## src/rtl/fetch_stage_pipe.sv

```systemverilog
// fetch_stage_pipe: PC register, instruction capture into IF/ID, branch flush, freeze and fetch counting
module fetch_stage_pipe #(
  parameter logic [31:0] RESET_PC = 32'd0,
  parameter logic [31:0] NOP_WORD = 32'd0
) (
  input  logic        clk,
  input  logic        rst,
  input  logic        freeze,
  input  logic        branch_taken,
  input  logic [31:0] branch_address,
  input  logic [31:0] instruction_in,
  output logic [31:0] pc_address,
  output logic [31:0] if_id_pc,
  output logic [31:0] if_id_instruction,
  output logic        if_id_valid,
  output logic [31:0] fetch_count
);
  logic [31:0] pc;
  logic [31:0] pc_next;
  assign pc_address = pc;
  assign pc_next = pc + 32'd4;
  always_ff @(posedge clk) begin
    if (rst) begin
      pc <= {RESET_PC[31:2], 2'b00};
      if_id_pc <= '0;
      if_id_instruction <= NOP_WORD;
      if_id_valid <= 1'b0;
      fetch_count <= '0;
    end else if (branch_taken) begin
      pc <= {branch_address[31:2], 2'b00};
      if_id_pc <= '0;
      if_id_instruction <= NOP_WORD;
      if_id_valid <= 1'b0;
    end else if (!freeze) begin
      pc <= pc_next;
      if_id_pc <= pc_next;
      if_id_instruction <= instruction_in;
      if_id_valid <= 1'b1;
      fetch_count <= fetch_count + {31'd0, fetch_count != '1};
    end
  end
endmodule

```

## config.mk

```make
export PLATFORM = sky130hd
export DESIGN_NAME = fetch_stage_pipe
export DESIGN_NICKNAME = d
export VERILOG_FILES = /design/src/rtl/fetch_stage_pipe.sv
export SDC_FILE = /design/constraint.sdc
export NUM_CORES = 1
export LEC_CHECK = 0
export BUFFER_PORTS_ARGS = -buffer_cell sky130_fd_sc_hd__buf_2
export CAP_MARGIN = 5
export CELL_PAD_IN_SITES_DETAIL_PLACEMENT = 1
export CELL_PAD_IN_SITES_GLOBAL_PLACEMENT = 1
export CORE_MARGIN = 1.5
export CORE_UTILIZATION = 37
export CTS_CLUSTER_DIAMETER = 150
export DETAILED_ROUTE_END_ITERATION = 8
export PLACE_DENSITY = 0.82
export SLEW_MARGIN = 20
export SYNTH_ARGS = -nofsm -noshare
export SYNTH_HDL_FRONTEND = slang
export SYNTH_SLANG_ARGS = --single-unit
```

## constraint.sdc

```tcl
create_clock -name clk -period 3.2 [get_ports clk]
set_input_delay 0.32 -clock clk [delete_from_list [all_inputs] [get_ports clk]]
set_output_delay 0.32 -clock clk [all_outputs]
set_load 0.01 [all_outputs]
```

# ---- Word level (Yosys, flattened, before mapping)
# Cells that the tools add are included.
# W data, S select, Z words.
dict set report totals {
  ff_bits 129
  output_inout_bits 129
}
dict set report op_classes {
  add_sub_neg 2
  n_eq_ne 2
  mux 2
  bitwise_logic 2
  reduce_logical 2
}
# operator n
set op_table {}
lappend op_table {{$mux W32} 2}
lappend op_table {{$add A32 B1 Y32} 1}
lappend op_table {{$add A32 B3 Y32 const B} 1}
lappend op_table {{$ne A32 B32 Y1 const B} 1}
lappend op_table {{$ne A2 B1 Y1 const B} 1}
lappend op_table {{$not A1 Y1} 2}
lappend op_table {{$reduce_and A2 Y1} 1}
lappend op_table {{$reduce_or A2 Y1} 1}

# ---- Longest topological paths before layout
# Gate-level depths: netlist of run 1.
dict set report logic_depth {
  ltp_word 3
  depth_mapped 10
  mapped_depth_nobuf 9
}

# ---- Worst setup path before layout of run 1
# OpenSTA, ideal clock, no wires.
dict set report synth_path {
  path_kind {register to register}
  from {reg fetch_count[24]}
  to {reg fetch_count[17]}
  setup_time_ns 0.121
  arrival_ns 2.337
  required_ns 3.079
  path_slack_ns 0.742
  stages_incl_launch_ff 11
  n_path_buf 1
  path_cell_list {dfxtp_1 and4_1 nand4_1 nor4_1 nand2_1 ha_1 and2_1 nand4_1 clkbuf_1 nor3_1 mux2_2}
}
dict set report synth_via {
  elab_chain_cells 2
}
# element line
set synth_rtl {}
lappend synth_rtl {{from (decl)} 16} ;# output logic [31:0] fetch_count
lappend synth_rtl {{from (signal assigned)} 39} ;# fetch_count <= fetch_count + {31'd0, fetch_count != '1};
lappend synth_rtl {{$ne A32 B32 Y1} 39}
lappend synth_rtl {{$add A32 B1 Y32} 39}
# Every way passes these cells.
# A chain may end at the register's enable or synchronous reset.

# ---- Worst setup path after layout of run 1
dict set report layout_path {
  from {reg fetch_count[26]}
  to {reg fetch_count[19]}
}
# The elaborated chain is that of the path after synthesis.

==> results.py, run 1 <==
metrics = {
    "floorplan": {
        "dieArea_mm2": 0.0170,
        "core_mm2": 0.0159,
        "die_h_um": 130,
        "io_pins": 197,
        "chipWidth_um": 130,
        "initial_core_util_pct": 37.8,
        "num_rows": 46,
    },
    "critical_path": {
        "worstRegToRegCells": 9,
        "cp.arrival_ps": 3070,
        "cp-startpoint": "fetch_count[26]",
        "required_ps": 3500,
        "crit_path_top_delay_cell": "nand4_1",
        "path_cells": "and4_1, nand4_1, nor4_1, nand2_1, ha_1, and2_1, nand4_1, nor4_1, mux2_2",
        "slowest_delay_ps": 560,
        "rrSetupSlack_ps": 430,
        "worstSetupEndpoint": "fetch_count[19]",
        "worstSetupPathDepth": 9,
        "critPathBufInv": 0,
        "crit_type": "reg -> reg",
        "startpoint_type": "flip-flop",
        "rr_endpoint": "fetch_count[19]",
        "end_kind": "flip-flop",
        "r2r_start": "fetch_count[26]",
        "path_delay_family": "simple AND/OR/NAND/NOR gates",
        "cp_max_fo": 18,
    },
    "synthesis": {
        "syn_area_mm2": 0.00600,
        "yosys_warnings": 0,
        "synth.distinct_cells": 46,
        "synthCells": 709,
        "synthArstFlopShare_pct": 0,
        "synth_ff_type": "dfxtp_1",
        "synth_edf_count": 0,
        "avgSynthCellArea_um2": 8.46,
        "synth.yosys.seq_area_share_pct": 41.7,
        "ys_seq_elements": 125,
    },
    "routing": {
        "route.detailed.drc": 0,
        "routed_via_density": 5.43,
        "drt_pass1_iterations": 4,
        "drtIter0Drc": 240,
        "num_vias": 6012,
        "routed_wl_um": 19000,
        "antenna_left": 0,
        "post_drt_wl_per_cell_um": 17.2,
    },
    "timing": {
        "setup_viol_count_final": 0,
        "setup_tns_ps": 0,
        "fin_crit_sh_pct": 86.5,
        "maxClockFrequency_mhz": 361,
        "slew_headroom_pct": 35.7,
        "finClkSkew_ps": 12.4,
        "worst_slew_pin_slew_ps": 956,
        "period_needed_ps": 2770,
        "grt_setup_unrepaired": "false",
        "hold_violations": 0,
        "maxSlewViolCount": 0,
    },
    "global_routing": {
        "global_route.overflow_total": 0,
        "grt_pass1_wl_um": 29800,
        "grt.total_usage_pct": 22.3,
        "grt_max_degree": 41,
        "grt_pass1_vias": 5816,
        "antenna_found_initial": 1,
    },
    "status": {
        "outcome": "complete, no violations",
    },
    "clock_network": {
        "cts_buffers": 17,
        "cts_hold_buf": 0,
        "clkTransAtPathRegs_ps": 60,
        "htreeDepth": 4,
        "post_cts_buffers": 0,
        "clockBufferDepth": 2,
        "worstSkewPairLatency_ps": 420,
        "cts_tree": "built",
        "cts_root_buf": "clkbuf_16",
        "cts_sinks": 125,
        "cts_resized": 0,
    },
    "final_layout": {
        "fin_cells": 1107,
        "area_growth_pct": 28.4,
        "finalNetCount": 948,
        "drive_gt1_share_pct": 29.3,
    },
    "placed_design": {
        "dpl.hpwl_um": 13100,
        "gp_routability_congestion": 0.779,
        "placed_cells": 1074,
        "io_buffers": 190,
    },
    "power": {
        "ir_worst_vdd_v": 0.000372,
        "power.density_mw_per_mm2": 521,
        "leakagePower_nw": 3.20,
    },
    "worst_hold_path": {
        "hp-class": "in -> reg",
    },
    "flow_run": {
        "drv_cap": 0,
    },
}
[placed cells by master, fill, tap and decap left out, types with 20 or more instances in the layout]
cell | Yosys | routed
dfxtp_1 | 125 | 125
nand3_1 | 21 | 21
buf_2 | 3 | 190
inv_1 | 21 | 21
o31ai_1 | 22 | 22
a21oi_1 | 37 | 37
buf_4 | 5 | 20
a211oi_1 | 23 | 23
o21ai_0 | 40 | 40
nand2_1 | 37 | 37
nor3_1 | 21 | 21
or4_1 | 27 | 27
mux2i_1 | 32 | 32
nor2_1 | 79 | 79
[logic make-up after synthesis]
logic type	after synthesis	synth area share, %
and+or+nand+nor	272	24.3
AOI/OAI and AO/OA	155	16.4
DFF	125	41.7
buffers and inverters	85	5.98
muxes	40	6.84
xor gates and xnor gates	28	4.09
adders and majority gates	3	0.626
other	1	0.0625
[worst min-delay path by stage]
stage | from | to | slack, ps | cells past startpoint
after CTS | instruction_in[15] | if_id_instruction[15] | 110 | 3
after global placement | if_id_valid | if_id_valid | 440 | 1
after detailed placement | if_id_valid | if_id_valid | 440 | 1
final | instruction_in[13] | if_id_instruction[13] | 130 | 3
after floorplan | branch_address[3] | pc_address[3] | 460 | 2
after global routing | instruction_in[13] | if_id_instruction[13] | 130 | 3
[per-stage QoR]
stage,util (%),area (um2),setup slack (ps),hold slack [ps],power [mW]
3_3_place_gp,44.7,7100,498,435,2.05
6_report,48.5,7700,431,127,4.02
3_5_place_dp,44.7,7100,426,441,2.06
4_1_cts,48.5,7700,388,109,4.07
2_1_floorplan,-,6010,742,464,1.91
5_1_grt,48.5,7700,111,126,4.18
[Yosys cell counts, types with 2 or more instances]
| cell type | instances | area [um2] |
|---|---|---|
| nand4_1 | 17 | 106 |
| nor2b_1 | 9 | 56.3 |
| a2111oi_0 | 6 | 52.6 |
| o31ai_1 | 22 | 165 |
| nand4b_1 | 2 | 17.5 |
| a311oi_1 | 10 | 87.6 |
| o21ai_0 | 40 | 200 |
| nand2_1 | 37 | 139 |
| xor2_1 | 11 | 96.3 |
| a21oi_1 | 37 | 185 |
| or3_2 | 2 | 15.0 |
| and3_1 | 4 | 25.0 |
| or3_1 | 9 | 56.3 |
| nor2_1 | 79 | 297 |
| nor3_1 | 21 | 105 |
| or2_2 | 5 | 31.3 |
| dfxtp_1 | 125 | 2500 |
| xnor2_1 | 17 | 149 |
| a31oi_1 | 11 | 68.8 |
| buf_1 | 3 | 11.3 |
| nor4_1 | 17 | 106 |
| buf_4 | 5 | 37.5 |
| ha_1 | 3 | 37.5 |
| clkbuf_1 | 51 | 191 |
| and4_1 | 12 | 105 |
| and2_1 | 4 | 25.0 |
| a211oi_1 | 23 | 173 |
| mux2_2 | 8 | 90.1 |
| inv_1 | 21 | 78.8 |
| buf_2 | 3 | 15.0 |
| or4_1 | 27 | 203 |
| mux2i_1 | 32 | 320 |
| nand3_1 | 21 | 105 |
| a221oi_1 | 3 | 26.3 |
[worst reg2reg max path: stages, from the launching register on]
cell,delay (ps)
dfxtp_1,350
and4_1,230
nand4_1,160
nor4_1,80
nand2_1,70
ha_1,150
and2_1,250
nand4_1,560
nor4_1,420
mux2_2,380
[flip-flops by register name, summed over array words and instances (netlist names)]
signal             flops
if_id_valid            1
fetch_count           32
pc_address            30
if_id_pc              30
if_id_instruction     32
[report_power, final]
| part | switching, mW | internal, mW | total, mW |
|---|---|---|---|
| registers | 0.0758 | 1.61 | 1.69 |
| logic | 0.194 | 0.146 | 0.340 |
| clock network | 0.815 | 1.17 | 1.99 |
[area by class of cell]
class	instances	area (um2)
Clock inverter	15	173
Antenna cell	1	2.50
Clock buffer	17	425
Fill cell	1982	8180
Timing Repair Buffer	210	1100
Multi-Input combinational cell	502	3150
Inverter	21	78.8
Tap cell	216	270
Sequential cell	125	2500
[per-layer routing]
| metal | track usage (%) | vias up | part of all wire, % |
|---|---|---|---|
| li1 | - | 2929 | - |
| met1 | 28.0 | 2912 | 44 |
| met2 | 37.3 | 152 | 48 |
| met3 | 5.70 | 19 | 5.5 |
| met4 | 7.37 | 0 | 1.6 |
| met5 | 0 | - | 0 |
Note: power is estimated with default switching activity, not from simulation.
==> run 2, diff against run 1 <==
--- a/config.mk
+++ b/config.mk
@@ -10,10 +10,10 @@
 export CELL_PAD_IN_SITES_DETAIL_PLACEMENT = 1
 export CELL_PAD_IN_SITES_GLOBAL_PLACEMENT = 1
 export CORE_MARGIN = 1.5
-export CORE_UTILIZATION = 37
+export CORE_UTILIZATION = 40
 export CTS_CLUSTER_DIAMETER = 150
 export DETAILED_ROUTE_END_ITERATION = 8
-export PLACE_DENSITY = 0.82
+export PLACE_DENSITY = 0.88
 export SLEW_MARGIN = 20
 export SYNTH_ARGS = -nofsm -noshare
 export SYNTH_HDL_FRONTEND = slang
==> constraint.sdc (replaced) <==
create_clock -name clk -period 3.3 [get_ports clk]
set_input_delay 0.33 -clock clk [delete_from_list [all_inputs] [get_ports clk]]
set_output_delay 0.33 -clock clk [all_outputs]
set_load 0.01 [all_outputs]
==> run 2 against run 1 <==
  * Sequential share of layout area up 0.53 points
  * Sequential power decreased by 3%
  * Total power shrank 7.6%
  * Final cell count shrank 3.4%
  * Combinational power is 3% lower
  * Critical endpoint is now fetch_count[30]
  * Non-clock buffer count is 5 lower
  * Critical path depth stayed put
  * Register-to-register slack about the same
  * Clock skew decreased by 3.8 ps
  * Largest power group unchanged
  * Largest cell class unchanged
  * Clock-buffer cell count is 2 higher
  * Highest routed layer unchanged
  * Global-route usage is 1.8 points higher
==> results.py, run 2 (synthesis results as in run 1) <==
metrics = {
    "status": {
        "outcome": "complete, no violations",
    },
    "floorplan": {
        "dieArea_mm2": 0.0157,
        "num_rows": 44,
        "initial_core_util_pct": 41.1,
        "core_mm2": 0.0146,
        "chipWidth_um": 125,
        "io_pins": 197,
        "die_h_um": 125,
    },
    "placed_design": {
        "io_buffers": 190,
        "dpl.hpwl_um": 13100,
        "placed_cells": 1037,
        "gp_routability_congestion": 0.771,
        "pre_cts_ws_ps": 418,
    },
    "critical_path": {
        "end_kind": "flip-flop",
        "startpoint_type": "flip-flop",
        "worstRegToRegCells": 9,
        "crit_type": "reg -> reg",
        "crit_path_top_delay_cell": "or4_1",
        "cp.arrival_ps": 3230,
        "worstSetupEndpoint": "fetch_count[30]",
        "r2r_start": "fetch_count[25]",
        "rr_endpoint": "fetch_count[30]",
        "rrSetupSlack_ps": 420,
        "cp_max_fo": 18,
        "cp-startpoint": "fetch_count[25]",
        "required_ps": 3650,
        "slowest_delay_ps": 700,
        "path_cells": "and4_1, nand4_1, nor4_1, nand2_1, ha_1, ha_1, nand4_1, or4_1, a21oi_1",
    },
    "worst_hold_path": {
        "hold_start": "instruction_in[2]",
        "hp-class": "in -> reg",
    },
    "global_routing": {
        "global_route.overflow_total": 0,
        "grt.total_usage_pct": 24.1,
        "grt_max_degree": 50,
        "antenna_found_initial": 0,
        "grt_pass1_wl_um": 30800,
        "grt_pass1_vias": 6059,
    },
    "routing": {
        "drtIter0Drc": 261,
        "antenna_left": 0,
        "wl_met2_um": 8950,
        "routed_via_density": 5.65,
        "route.detailed.drc": 0,
        "highest_layer": "met4",
        "drt_pass1_iterations": 4,
        "num_vias": 6039,
        "met1_length_um": 8420,
        "wl_met3_um": 1230,
        "routed_wl_um": 19100,
        "post_drt_wl_per_cell_um": 17.8,
    },
    "timing": {
        "slew_headroom_pct": 34.6,
        "worst_hold_slack_ps": 137,
        "fin_ws_ps": 420,
        "fin_crit_sh_pct": 87.3,
        "setup_tns_ps": 0,
        "setup_viol_count_final": 0,
        "finClkSkew_ps": 8.61,
        "period_needed_ps": 2880,
        "hold_violations": 0,
        "maxClockFrequency_mhz": 347,
        "grt_setup_unrepaired": "false",
        "worst_slew_pin_slew_ps": 971,
        "maxSlewViolCount": 0,
    },
    "clock_network": {
        "cts_hold_buf": 0,
        "cts_buffers": 17,
        "cts_sinks": 125,
        "post_cts_buffers": 0,
        "cts_tree": "built",
        "cts_resized": 0,
        "worstSkewPairLatency_ps": 420,
        "cts_root_buf": "clkbuf_16",
        "clockBufferDepth": 2,
        "clkTransAtPathRegs_ps": 60,
        "htreeDepth": 4,
    },
    "final_layout": {
        "layout_commonest_cell": "buf_2",
        "area_growth_pct": 26.3,
        "antenna_cells": 0,
        "fin_cells": 1069,
        "n_fill_cell": 1787,
        "reg_top3": "fetch_count: 32 flops, if_id_instruction: 32 flops",
        "drive_gt1_share_pct": 28.7,
        "final_cell_mix": "190 x buf_2, 125 x dfxtp_1, 79 x nor2_1, 40 x o21ai_0",
        "finalNetCount": 943,
    },
    "power": {
        "power_mw": 3.71,
        "power.density_mw_per_mm2": 490,
        "leakagePower_nw": 3.14,
        "ir_worst_vdd_v": 0.000313,
    },
    "flow_run": {
        "drv_cap": 0,
    },
}
run 2: cell count changes in the layout (fill, tap and decap cells not counted), sizes merged:
cell,delta
diode,-1
clkbuf,+2
bufinv,-1
buf,-5
clkinvlp,+2
inv,-10
clkinv,+7
run 2: metal layers:
layer / vias up / track usage (%)
li1: 2914 / -
met1: 2906 / 30.1
met2: 190 / 40.0
met3: 29 / 5.95
met4: 0 / 9.56
met5: - / 0
run 2: layout make-up:
class / instances / area [um2] / share of cell area, %
Clock inverter: 13 / 121 / 1.60
Tap cell: 184 / 230 / 3.04
Inverter: 21 / 78.8 / 1.04
Clock buffer: 19 / 433 / 5.71
Multi-Input combinational cell: 502 / 3150 / 41.6
Sequential cell: 125 / 2500 / 33.0
Timing Repair Buffer: 205 / 1060 / 14.0
run 2: worst max-delay path: cells and delay by family, from the launching register on:
kind,cells,cell delay (ps)
flops,1,370
fa+ha+maj,2,430
simple gates,6,1870
compound gates,1,150
run 2: worst min-delay path by stage:
| stage | end | cells past startpoint |
|---|---|---|
| floorplan | pc_address[3] | 2 |
| detailed placement | if_id_valid | 1 |
| global placement | if_id_valid | 1 |
| CTS | if_id_instruction[2] | 3 |
| global route | if_id_instruction[22] | 3 |
| finish | if_id_instruction[2] | 3 |
run 2: where the power goes:
group / leakage [nW] / internal (mW) / switching [mW]
clock: 0.255 / 1.04 / 0.711
sequential: 1.02 / 1.56 / 0.0719
combinational: 1.87 / 0.140 / 0.189
run 2: metrics by stage:
step | cell area, um2 | util (%)
6_report | 7580 | 52.0
5_1_grt | 7580 | 52.0
4_1_cts | 7580 | 52.0
3_5_place_dp | 7030 | 48.2
3_3_place_gp | 7030 | 48.2
2_1_floorplan | 6010 | -
==> run 3, diff against run 2 <==
--- a/config.mk
+++ b/config.mk
@@ -10,10 +10,11 @@
 export CELL_PAD_IN_SITES_DETAIL_PLACEMENT = 1
 export CELL_PAD_IN_SITES_GLOBAL_PLACEMENT = 1
 export CORE_MARGIN = 1.5
-export CORE_UTILIZATION = 40
+export CORE_UTILIZATION = 41
+export CTS_BUF_LIST = sky130_fd_sc_hd__clkbuf_8
 export CTS_CLUSTER_DIAMETER = 150
 export DETAILED_ROUTE_END_ITERATION = 8
-export PLACE_DENSITY = 0.88
+export PLACE_DENSITY = 0.9
 export SLEW_MARGIN = 20
 export SYNTH_ARGS = -nofsm -noshare
 export SYNTH_HDL_FRONTEND = slang
==> run 3 against run 2 <==
  * Combinational power hardly changed
  * Cell area is 1.7% lower
  * Register-to-register slack worse by 60 ps
  * Sequential share of layout area is 0.57 points higher
  * Clock-buffer cell count is 2 lower
  * Critical endpoint unchanged
  * Setup slack worse by 60 ps
  * Sequential cell count stayed put
  * Clock power is 17% lower
  * Global-route usage is 0.66 points higher
==> results.py, run 3 (synthesis results as in run 1) <==
metrics = {
    "status": {
        "outcome": "complete, no violations",
    },
    "clock_network": {
        "clkTransAtPathRegs_ps": 90,
        "cts_hold_buf": 0,
        "worstSkewPairLatency_ps": 460,
        "htreeDepth": 4,
        "cts_sinks": 125,
        "cts_resized": 0,
        "cts_root_buf": "clkbuf_8",
        "cts_tree": "built",
        "post_cts_buffers": 0,
        "clockBufferDepth": 2,
        "cts_buffers": 17,
    },
    "final_layout": {
        "fin_area_mm2": 0.00745,
        "layout_commonest_cell": "buf_2",
        "n_fill_cell": 1804,
        "reg_top3": "fetch_count: 32 flops, if_id_instruction: 32 flops",
        "fin_util_pct": 51.7,
        "antenna_cells": 0,
        "drive_gt1_share_pct": 29.0,
        "area_growth_pct": 24.2,
        "finalNetCount": 944,
        "final_cell_mix": "190 x buf_2, 125 x dfxtp_1, 79 x nor2_1, 40 x o21ai_0",
    },
    "timing": {
        "maxClockFrequency_mhz": 340,
        "finClkSkew_ps": 12.1,
        "worst_hold_slack_ps": 97.3,
        "slew_headroom_pct": 33.9,
        "worst_slew_pin_slew_ps": 990,
        "grt_setup_unrepaired": "false",
        "fin_crit_sh_pct": 89.1,
        "setup_viol_count_final": 0,
        "maxSlewViolCount": 0,
        "hold_violations": 0,
        "period_needed_ps": 2940,
        "setup_tns_ps": 0,
    },
    "power": {
        "ir_worst_vdd_v": 0.000273,
        "power.density_mw_per_mm2": 458,
        "leakagePower_nw": 3.10,
    },
    "critical_path": {
        "cp.arrival_ps": 3320,
        "required_ps": 3680,
        "critPathBufInv": 0,
        "crit_path_top_delay_cell": "or4_1",
        "crit_type": "reg -> reg",
        "cp_max_fo": 18,
        "path_cells": "and4_1, nand4_1, nor4_1, nand2_1, ha_1, ha_1, nand4_1, or4_1, a21oi_1",
        "path_delay_family": "simple AND/OR/NAND/NOR gates",
        "slowest_delay_ps": 710,
        "end_kind": "flip-flop",
        "startpoint_type": "flip-flop",
    },
    "flow_run": {
        "drv_cap": 0,
    },
    "global_routing": {
        "grt_pass1_vias": 5888,
        "grt.total_usage_pct": 24.8,
        "grt_max_degree": 62,
        "global_route.overflow_total": 0,
        "grt_pass1_wl_um": 29600,
        "antenna_found_initial": 0,
    },
    "placed_design": {
        "gp_routability_congestion": 0.818,
        "io_buffers": 190,
        "dpl.hpwl_um": 13400,
        "placed_cell_area_mm2": 0.00703,
    },
    "floorplan": {
        "initial_core_util_pct": 41.6,
        "num_rows": 44,
        "dieArea_mm2": 0.0154,
        "io_pins": 197,
        "chipWidth_um": 124,
        "die_h_um": 124,
        "core_mm2": 0.0144,
    },
    "worst_hold_path": {
        "hp-class": "in -> reg",
    },
    "routing": {
        "num_vias": 6094,
        "drt_pass1_iterations": 4,
        "route.detailed.drc": 0,
        "routed_wl_um": 19300,
        "drtIter0Drc": 356,
        "antenna_left": 0,
        "routed_via_density": 5.70,
        "post_drt_wl_per_cell_um": 18.0,
    },
}
==> run 3: cell count changes in the layout (fill, tap and decap cells not counted) <==
cell / change
clkinvlp_4: -3
inv_6: +5
bufinv_16: +2
clkinv_4: -2
clkbuf_16: -17
buf_4: +1
clkbuf_8: +17
clkbuf_1: -2
==> run 3: final cells by class <==
| class | count | area [um2] | area share [%] |
|---|---|---|---|
| Tap cell | 184 | 230 | 3.09 |
| Multi-Input combinational cell | 502 | 3150 | 42.3 |
| Clock inverter | 15 | 185 | 2.48 |
| Inverter | 21 | 78.8 | 1.06 |
| Clock buffer | 17 | 234 | 3.14 |
| Timing Repair Buffer | 206 | 1070 | 14.4 |
| Sequential cell | 125 | 2500 | 33.6 |
==> run 3: power breakdown <==
group / switching, mW / internal, mW / total [mW]
combinational: 0.191 / 0.140 / 0.331
clock: 0.695 / 0.758 / 1.45
sequential: 0.0722 / 1.56 / 1.63
total: 0.958 / 2.46 / 3.42
==> run 3: final timing paths <==
check / startpoint / end / slack (ps) / depth (start not counted)
worst min register to register: if_id_valid / if_id_valid / 460 / 1
worst max-delay path: fetch_count[26] / fetch_count[30] / 360 / 9
worst min-delay path: instruction_in[10] / if_id_instruction[10] / 100 / 3
worst max register to register: fetch_count[26] / fetch_count[30] / 360 / 9
==> run 3: layer usage <==
metal	wire [um]	track usage, %
met2	9640	41.9
met3	1060	7.10
met5	0	0
met1	8250	30.1
met4	333	8.74
==> run 3: worst register-to-register path: stages (launching register included) <==
cell and delay (ps):
dfxtp_1 360, and4_1 240, nand4_1 160, nor4_1 90
nand2_1 80, ha_1 170, ha_1 260, nand4_1 630
or4_1 710, a21oi_1 160
==> run 3: through the flow <==
stage | setup slack [ps] | power, mW | instances
floorplan | 842 | 1.85 | 712
global route | 128 | 3.54 | 1070
CTS | 360 | 3.44 | 1070
finish | 360 | 3.42 | 1070
global placement | 540 | 1.98 | 1038
detailed placement | 421 | 2.00 | 1038
